$ cat src/rtl/eth_demux_pkg.sv
// Shared definitions for the Ethernet RX demultiplexer: parameter defaults,
// FSM state encoding, the broadcast address and an index-width helper.
package eth_demux_pkg;

    localparam int DEF_NUM_PORTS  = 3;
    localparam int DEF_DATA_W     = 256;
    localparam int DEF_CNT_W      = 32;
    localparam int DEF_BCAST_PORT = 0;

    localparam logic [47:0] BCAST_MAC = 48'hFFFF_FFFF_FFFF;

    typedef enum logic [1:0] {
        IDLE = 2'd0,
        FWD  = 2'd1,
        DROP = 2'd2
    } demux_state_e;

    // Port index width; a single port still needs one bit to index.
    function automatic int idx_width(input int n);
        return (n > 1) ? $clog2(n) : 1;
    endfunction

endpackage

$ cat src/rtl/eth_rx_dst_lookup.sv
// Combinational destination lookup. The broadcast address always goes to
// BCAST_PORT, and only if that port is enabled. Any other address picks the
// lowest-index enabled port whose MAC matches.
module eth_rx_dst_lookup
    import eth_demux_pkg::*;
#(
    parameter int NUM_PORTS  = DEF_NUM_PORTS,
    parameter int BCAST_PORT = DEF_BCAST_PORT,
    localparam int IDX_W     = idx_width(NUM_PORTS)
) (
    input  logic [47:0]      dst,
    input  logic [47:0]      cfg_port_mac [NUM_PORTS],
    input  logic             cfg_port_en  [NUM_PORTS],
    output logic             hit,
    output logic [IDX_W-1:0] idx
);

    // Priority match. The loop descends so that the lowest index wins.
    always_comb begin
        hit = 1'b0;
        idx = '0;
        if (dst == BCAST_MAC) begin
            hit = cfg_port_en[BCAST_PORT];
            idx = IDX_W'(BCAST_PORT);
        end else begin
            for (int i = NUM_PORTS - 1; i >= 0; i--) begin
                if (cfg_port_en[i] && (cfg_port_mac[i] == dst)) begin
                    hit = 1'b1;
                    idx = IDX_W'(i);
                end
            end
        end
    end

endmodule

$ cat src/rtl/eth_rx_demux.sv
// Ethernet RX demultiplexer: steers MAC-side packets to one of NUM_PORTS NIC
// ports by destination MAC, through a single shared output register.
// Optional build macro ETH_RX_DEMUX_STATS_EN compiles in the saturating
// statistics counters; without it the stat_* outputs are tied to zero.
//
//   state | meaning
//   IDLE  | waiting for a sop beat; non-sop beats are discarded
//   FWD   | forwarding the current packet to the latched port
//   DROP  | consuming the current packet with in_ready held high
module eth_rx_demux
    import eth_demux_pkg::*;
#(
    parameter int NUM_PORTS  = DEF_NUM_PORTS,
    parameter int DATA_W     = DEF_DATA_W,
    parameter int CNT_W      = DEF_CNT_W,
    parameter int BCAST_PORT = DEF_BCAST_PORT
) (
    input  logic              clk,
    input  logic              reset_n,
    input  logic [47:0]       cfg_port_mac [NUM_PORTS],
    input  logic              cfg_port_en  [NUM_PORTS],
    input  logic [DATA_W-1:0] in_data,
    input  logic              in_valid,
    input  logic              in_sop,
    input  logic              in_eop,
    input  logic [4:0]        in_empty,
    input  logic [5:0]        in_error,
    output logic              in_ready,
    output logic [DATA_W-1:0] out_data,
    output logic              out_sop,
    output logic              out_eop,
    output logic [4:0]        out_empty,
    output logic [5:0]        out_error,
    output logic              out_valid [NUM_PORTS],
    input  logic              out_ready [NUM_PORTS],
    output logic [CNT_W-1:0]  stat_pkt_cnt [NUM_PORTS],
    output logic [CNT_W-1:0]  stat_drop_cnt,
    output logic [CNT_W-1:0]  stat_proto_err_cnt
);

    localparam int IDX_W = idx_width(NUM_PORTS);

    demux_state_e     state_q;
    logic [IDX_W-1:0] out_port_q;   // port of the register contents, also the latched destination
    logic             out_full_q;
    logic             ready_en_q;   // keeps in_ready low during reset and for the first cycle after
    logic             lk_hit;
    logic [IDX_W-1:0] lk_idx;
    logic             sel_ready;
    logic             drain;
    logic             accept;
    logic             fwd_beat;
    logic [IDX_W-1:0] load_port;

    eth_rx_dst_lookup #(
        .NUM_PORTS  (NUM_PORTS),
        .BCAST_PORT (BCAST_PORT)
    ) u_lookup (
        .dst          (in_data[DATA_W-1 -: 48]),
        .cfg_port_mac (cfg_port_mac),
        .cfg_port_en  (cfg_port_en),
        .hit          (lk_hit),
        .idx          (lk_idx)
    );

    // Readiness of the port that currently owns the output register.
    always_comb begin
        sel_ready = 1'b0;
        for (int i = 0; i < NUM_PORTS; i++) begin
            if (out_port_q == IDX_W'(i)) sel_ready = out_ready[i];
        end
    end

    assign drain = out_full_q && sel_ready;

    // Upstream ready. The register may be refilled in the same cycle it drains.
    // IDLE is gated the same way because a sop beat may need the register.
    always_comb begin
        in_ready = 1'b0;
        if (ready_en_q) begin
            in_ready = (state_q == DROP) ? 1'b1 : (!out_full_q || sel_ready);
        end
    end

    assign accept    = in_valid && in_ready;
    assign fwd_beat  = accept && (((state_q == IDLE) && in_sop && lk_hit) || (state_q == FWD));
    assign load_port = (state_q == IDLE) ? lk_idx : out_port_q;

    // Packet FSM and output register; destination is latched only on the sop beat.
    always_ff @(posedge clk or negedge reset_n) begin
        if (!reset_n) begin
            state_q    <= IDLE;
            out_port_q <= '0;
            out_full_q <= 1'b0;
            ready_en_q <= 1'b0;
            out_data   <= '0;
            out_sop    <= 1'b0;
            out_eop    <= 1'b0;
            out_empty  <= '0;
            out_error  <= '0;
            for (int i = 0; i < NUM_PORTS; i++) out_valid[i] <= 1'b0;
        end else begin
            ready_en_q <= 1'b1;
            if (fwd_beat) begin
                out_data   <= in_data;
                out_sop    <= in_sop;
                out_eop    <= in_eop;
                out_empty  <= in_empty;
                out_error  <= in_error;
                out_full_q <= 1'b1;
                out_port_q <= load_port;
                for (int i = 0; i < NUM_PORTS; i++) out_valid[i] <= (load_port == IDX_W'(i));
            end else if (drain) begin
                out_full_q <= 1'b0;
                for (int i = 0; i < NUM_PORTS; i++) out_valid[i] <= 1'b0;
            end
            if (accept) begin
                case (state_q)
                    IDLE: begin
                        if (in_sop && !in_eop) state_q <= lk_hit ? FWD : DROP;
                    end
                    FWD, DROP: begin
                        if (in_eop) state_q <= IDLE;
                    end
                    default: state_q <= IDLE;
                endcase
            end
        end
    end

`ifdef ETH_RX_DEMUX_STATS_EN
    logic [CNT_W-1:0] pkt_cnt_q [NUM_PORTS];
    logic [CNT_W-1:0] drop_cnt_q;
    logic [CNT_W-1:0] proto_cnt_q;
    logic             drop_inc;
    logic             proto_inc;

    // A packet is dropped at its sop; a protocol error is a missing or a stray sop.
    assign drop_inc  = accept && (state_q == IDLE) && in_sop && !lk_hit;
    assign proto_inc = accept && (((state_q == IDLE) && !in_sop) || ((state_q != IDLE) && in_sop));

    // Saturating statistics; packets count when their eop beat leaves the register.
    always_ff @(posedge clk or negedge reset_n) begin
        if (!reset_n) begin
            for (int i = 0; i < NUM_PORTS; i++) pkt_cnt_q[i] <= '0;
            drop_cnt_q  <= '0;
            proto_cnt_q <= '0;
        end else begin
            for (int i = 0; i < NUM_PORTS; i++) begin
                if (drain && out_eop && (out_port_q == IDX_W'(i)) && (pkt_cnt_q[i] != '1))
                    pkt_cnt_q[i] <= pkt_cnt_q[i] + CNT_W'(1);
            end
            if (drop_inc && (drop_cnt_q != '1))   drop_cnt_q  <= drop_cnt_q + CNT_W'(1);
            if (proto_inc && (proto_cnt_q != '1)) proto_cnt_q <= proto_cnt_q + CNT_W'(1);
        end
    end

    assign stat_pkt_cnt       = pkt_cnt_q;
    assign stat_drop_cnt      = drop_cnt_q;
    assign stat_proto_err_cnt = proto_cnt_q;
`else
    // Statistics are not built in this configuration.
    always_comb begin
        for (int i = 0; i < NUM_PORTS; i++) stat_pkt_cnt[i] = '0;
        stat_drop_cnt      = '0;
        stat_proto_err_cnt = '0;
    end
`endif

endmodule

$ cat config.mk
export PLATFORM = sky130hd
export DESIGN_NAME = eth_rx_demux
export DESIGN_NICKNAME = d
export VERILOG_FILES = /design/src/rtl/eth_demux_pkg.sv /design/src/rtl/eth_rx_dst_lookup.sv /design/src/rtl/eth_rx_demux.sv
export SDC_FILE = /design/constraint.sdc
export NUM_CORES = 1
export LEC_CHECK = 0
export ABC_CLOCK_PERIOD_IN_PS = 2150
export CORE_AREA = 2 2 329 331
export CTS_CLUSTER_SIZE = 25
export DETAILED_ROUTE_END_ITERATION = 6
export DIE_AREA = 0 0 331 333
export PLACE_DENSITY_LB_ADDON = 0.05
export SYNTH_ARGS = -nofsm -noshare
export SYNTH_HDL_FRONTEND = slang
export SYNTH_HIERARCHICAL = 1
export SYNTH_SLANG_ARGS = --single-unit
$ cat constraint.sdc
create_clock -name clk -period 2.15 [get_ports clk]
set_input_delay 0.215 -clock clk [delete_from_list [all_inputs] [get_ports clk]]
set_output_delay 0.215 -clock clk [all_outputs]
set_load 0.01 [all_outputs]
## After elaboration in Yosys (flattened, before gate mapping)

Index checks and enable logic that the tools add are counted.

- Register bits after elaboration: 278
- Bits of input ports: 422
- Output and inout port bits: 433
- Logic and storage cells: 65

- Reduce and logical (&&, ||, !) cells: 19
- Mux-type cells: 22
- Equal/unequal tests: 12

Operators with widths:

| kind | number |
|---|---|
| $eq A48 B48 Y1 | 3 |
| $eq A48 B48 Y1 const B | 1 |
| $mux W2 | 8 |
| $mux W1 | 11 |
| $logic_and A1 B1 Y1 | 9 |
| $eq A2 B1 Y1 const B | 3 |
| $eq A2 B2 Y1 const B | 3 |
| $logic_not A2 Y1 | 3 |
| $mux W3 | 2 |
| $pmux W2 S2 | 1 |
| $reduce_and A3 Y1 | 1 |
| $logic_not A1 Y1 | 2 |
| $logic_or A1 B1 Y1 | 2 |
| $ne A2 B1 Y1 const B | 1 |
| $ne A2 B2 Y1 const B | 1 |
| $reduce_bool A2 Y1 | 1 |
| $reduce_or A2 Y1 | 1 |

## Depth between registers and ports, before layout

Gate-level depths: netlist of run 1.

- Depth in word-level cells: 10
- Gate-level depth with buffers: 11
- Depth with buffers taken out: 9

## Modules after synthesis

Netlist of run 1, hierarchy kept.

By module, submodules not included:

| module | cells an instance | times used | sequential area each (um^2) | area each (um^2) |
|---|---|---|---|---|
| eth_rx_demux | 780 | 1 | 6956.7 | 11999.0 |
| eth_rx_dst_lookup | 240 | 1 | 0.0 | 1818.0 |

## Worst setup path before layout of run 1

Ideal clock, no wire load.

- Path type: input-to-reg
- From: in in_data[254]
- To: reg out_port_q[0]
- Stages: 11
- Arrival: 2408 ps
- Required time: 2022 ps
- Buffers on the path: 2
- Setup time: 128 ps
- Setup slack: -385 ps
- Cells stage by stage: xor2_1 -> nor4_2 -> nand3_1 -> or4_4 -> o211ai_2 -> mux2_1 -> a31o_2 -> nand4_2 -> buf_4 -> buf_6 -> mux2_1

- Word-level cells in the longest chain between the ends: 9
- Elaborated cells between the ends (all ways): 18
- Those cells by class: 4 x eq/ne; 8 x mux; 6 x reduce/logical

RTL lines:

| element | RTL line | source |
|---|---|---|
| start, declared | eth_rx_demux.sv:22 | `input logic [DATA_W-1:0] in_data,` |
| $eq A48 B48 Y1 | eth_rx_dst_lookup.sv:27 | `if (cfg_port_en[i] && (cfg_port_mac[i] == dst)) begin` |
| $logic_and A1 B1 Y1 | eth_rx_dst_lookup.sv:27 |  |
| $mux W1 (3 in a row) | eth_rx_dst_lookup.sv:27 |  |
| $mux W1 (*) | eth_rx_dst_lookup.sv:22 | `if (dst == BCAST_MAC) begin` |
| named net lk_hit | eth_rx_demux.sv:47 | `logic lk_hit;` |
| $logic_and A1 B1 Y1 (*) | eth_rx_demux.sv:86 | `assign fwd_beat = accept && (((state_q == IDLE) && in_sop && lk_hit) \|\| (state_q == FWD));` |
| $logic_or A1 B1 Y1 (*) | eth_rx_demux.sv:86 |  |
| $logic_and A1 B1 Y1 (*) | eth_rx_demux.sv:86 |  |
| end signal, assigned | eth_rx_demux.sv:111 | `out_port_q <= load_port;` |
| end, declared | eth_rx_demux.sv:44 | `logic [IDX_W-1:0] out_port_q;` |

The timed path passes the listed nets; every way through them passes the cells marked *.
A chain may end at the register's enable or synchronous reset.

## Worst setup path in the final report of run 1

- From: in in_data[234]
- To: reg out_data[171]

- Word-level cells in the longest chain between the ends: 9
- Elaborated cells between the ends (all ways): 14
- Those cells by class: 4 x eq/ne; 4 x mux; 6 x reduce/logical

RTL lines:

| element | RTL line | source |
|---|---|---|
| $eq A48 B48 Y1 | eth_rx_dst_lookup.sv:27 |  |
| $logic_and A1 B1 Y1 | eth_rx_dst_lookup.sv:27 |  |
| $mux W1 (3 in a row) | eth_rx_dst_lookup.sv:27 |  |
| $mux W1 (*) | eth_rx_dst_lookup.sv:22 |  |
| named net lk_hit | eth_rx_demux.sv:47 |  |
| $logic_and A1 B1 Y1 (*) | eth_rx_demux.sv:86 |  |
| $logic_or A1 B1 Y1 (*) | eth_rx_demux.sv:86 |  |
| $logic_and A1 B1 Y1 (*) | eth_rx_demux.sv:86 |  |
| end signal, assigned | eth_rx_demux.sv:105 | `out_data <= in_data;` |
| end, declared | eth_rx_demux.sv:29 | `output logic [DATA_W-1:0] out_data,` |

Marked as above.

==> out/results.ini, run 1 <==
[logic_synthesis]
syn_inst = 1020
synth_top_area_share_pct = 50.3
synth_top_area_cell = dfrtp_1
async_reset_ff_share_pct = 100
yosysWarningCount = 6
syn_area_um2 = 13800
synth_top_flop_cell = dfrtp_1
yosys.cell_types.count = 39
synth_edf_count = 0
syn_area_per_cell_um2 = 13.5
synthTopCellsByArea = dfrtp_1, mux2_1, buf_4
ys_seq_area_share_pct = 50.3
ys_seq_elements = 278

[timing]
rsz0062_at_grt = yes
setup_viol = 275
period_share_pct = 127
clock.fmax_mhz = 366
fin_skew_ns = 0.0466
period_minus_slack_ns = 2.73
hold_viol = 0
setup_ws_ns = -0.582
drv_slew = 0
max_slew.worst_pin.slew_ns = 0.669
slew_headroom_pct = 54.7

[hold_path]
hold_class = in2reg

[die]
num_rows = 120
die_width_um = 331
ios = 855
fp.dieH_um = 333
start_util_pct = 13.0
dieArea_um2 = 110000
coreArea_um2 = 107000

[cts]
cts_buffer_depth = 3
clk_latency_ns = 0.61
cts.sinks = 278
numCtsBuffers = 42
root_buffer = clkbuf_16
cts_max_level = 2
cts_tree = built
path_clk_slew_ns = 0.05

[drt]
antenna_left = 0
wire_per_inst_um = 23.1
drc = 0
routed_wl_um = 77100
first_iter_violations = 285
dr.pass1.iters = 4
viasPerCell = 3.34
num_vias = 11200

[power_and_ir_drop]
p_leak_nw = 12.3
irDropWorstVdd_uv = 471
total_power_w = 0.0263
power_density_nw_per_um2 = 1000

[global_route]
track_usage_pct = 12.8
grt_pass1_vias = 12000
antenna_found_initial = 24
grt_max_degree = 51
globalRouteOverflowTotal = 0
grt_pass1_wl_um = 97500

[outcome]
status = finished with violations
failed_checks = setup timing

[worst_setup_path]
critPathCaptureType = register
critPathMaxFanout = 8
cp_common_cell = mux2_4
cp_data_arrival_time_ns = 3.20
startpoint_type = input port
critical-path-top-delay-family = simple AND/OR/NAND/NOR gates
slowest_stage = or4_4
worst-setup-path-type = in2reg
crit_chain = buf_6 > xor2_2 > nor4_2 > buf_4 > nand4_1 > or4_4 > o211ai_2 > mux2_4 > a31o_4 > nand4_4 > buf_12 > buf_16 > clkbuf_16 > mux2_4
critPathRequiredTime_ns = 2.62
crit_path_max_incr_delay_ns = 0.59
cp_num_buf_inv = 5

[layout]
layout.nets = 2326
syn_to_final_growth_pct = 89.6
n_fill_cell = 11300
multi_input_area_um2 = 6840
final-instance-count-excl-fill = 3343
seqCellArea_um2 = 6960
drive_above_1_share_pct = 29.3

[placed_design]
hpwl_um = 57900
dp.cells = 3206
port_buffers = 694
gp_congestion = 0.786

[job]
drv_cap = 0

worst min-delay path, cell delays in order:
cell and delay [ns]:
buf_6 0.09, buf_6 0.14, mux2_2 0.14
cell usage in the layout (no fill, tap or decap), types with 27 or more instances in the layout:
master	count
buf_4	104
clkbuf_16	58
clkdlybuf4s50_1	591
conb_1	161
dfrtp_1	278
dlymetal6s2s_1	31
mux2_1	31
mux2_2	27
mux2_4	216
nand4_1	32
xnor2_1	57
xor2_1	39
logic make-up after synthesis:
family                     after synthesis  share of synthesized area, %
buffers and inverters                  210                          11.5
AOI/OAI and AO/OA                       24                          1.49
adders and majority gates                3                         0.272
DFF                                    278                          50.3
and+or+nand+nor                        101                          4.56
other                                    2                        0.0544
xor gates and xnor gates               120                          7.61
muxes                                  282                          24.2
sequential cells by signal, indices dropped and copies added (netlist names):
name	count
out_data	256
out_empty	5
out_eop	1
out_error	6
out_full_q	1
out_port_q	2
out_sop	1
out_valid	3
ready_en_q	1
state_q	2
power breakdown:
part	switching [W]	internal, W	total, W
combinational	0.00398	0.00674	0.0107
clock	0.00282	0.00426	0.00709
sequential	0.00117	0.00733	0.00850
total	0.00797	0.0183	0.0263
metrics by stage:
stage | instance area [um2] | hold slack (ns) | utilization [%] | setup TNS, ns | setup WS [ns]
finish | 26200 | 0.0362 | 24.6 | -140.76 | -0.582
global route | 26200 | 0.00860 | 24.6 | -147.94 | -0.600
floorplan | 14500 | -0.0806 | - | -94.03 | -0.359
detailed placement | 22800 | 0.183 | 21.4 | -502.65 | -1.91
CTS | 25100 | 0.0125 | 23.6 | -147.00 | -0.608
global placement | 22800 | 0.176 | 21.4 | -503.47 | -1.91
final cells by class:
cell class                      count  area share [%]
Antenna cell                        6          0.0573
Clock buffer                       70            4.83
Clock inverter                      7           0.516
Inverter                           19           0.272
Multi-Input combinational cell    691            26.1
Sequential cell                   278            26.6
Tap cell                         1403            6.70
Timing Repair Buffer              869            34.9
timing repair:
action | in CTS | in global routing
hold buffers | 2 | 1
pin swaps | 34 | 46
buffers inserted | 14 | 7
cloned | 15 | 20
gates resized for setup | 225 | 266
endpoints found under the setup margin | 278 | 276
endpoints found under the hold margin | 202 | 1
synthesized netlist by cell type, types with 8 or more instances:
| cell type | count |
|---|---|
| nand2b_1 | 26 |
| mux2_1 | 201 |
| dfrtp_1 | 278 |
| nand4_1 | 32 |
| xor2_1 | 54 |
| mux2i_1 | 8 |
| buf_4 | 163 |
| xnor2_1 | 66 |
| mux2_2 | 27 |
| buf_6 | 25 |
| nor4_1 | 19 |
| inv_1 | 19 |
| mux2_4 | 46 |
final timing paths:
path	slack, ns	depth (start not counted)	startpoint	to
setup / recovery	-0.58	14	in_data[234]	out_data[171]
hold / removal	0.04	3	in_data[226]	out_data[226]
hold reg to reg	0.49	1	out_data[21]	out_data[21]
setup reg to reg	-0.03	7	out_port_q[1]	out_data[231]
max in group asynchronous	1.22	3	reset_n	out_data[9]
min in group asynchronous	0.16	2	reset_n	out_data[88]
routing by layer:
layer	global-route usage (%)	share of wire, %
met4	3.70	2.2
met5	0	0.30
met3	5.68	9.8
met2	23.2	51
met1	13.2	36
No activity file was read; power rests on OpenSTA's default activity.
==> run 2, diff against run 1 <==
--- a/config.mk
+++ b/config.mk
@@ -10,6 +10,7 @@
 export CTS_CLUSTER_SIZE = 25
 export DETAILED_ROUTE_END_ITERATION = 6
 export DIE_AREA = 0 0 331 333
+export GPL_ROUTABILITY_DRIVEN = 0
 export PLACE_DENSITY_LB_ADDON = 0.05
 export SYNTH_ARGS = -nofsm -noshare
 export SYNTH_HDL_FRONTEND = slang
==> results of run 2 <==
Same layout as run 1: the final DEF is identical, and so are final timing and power.
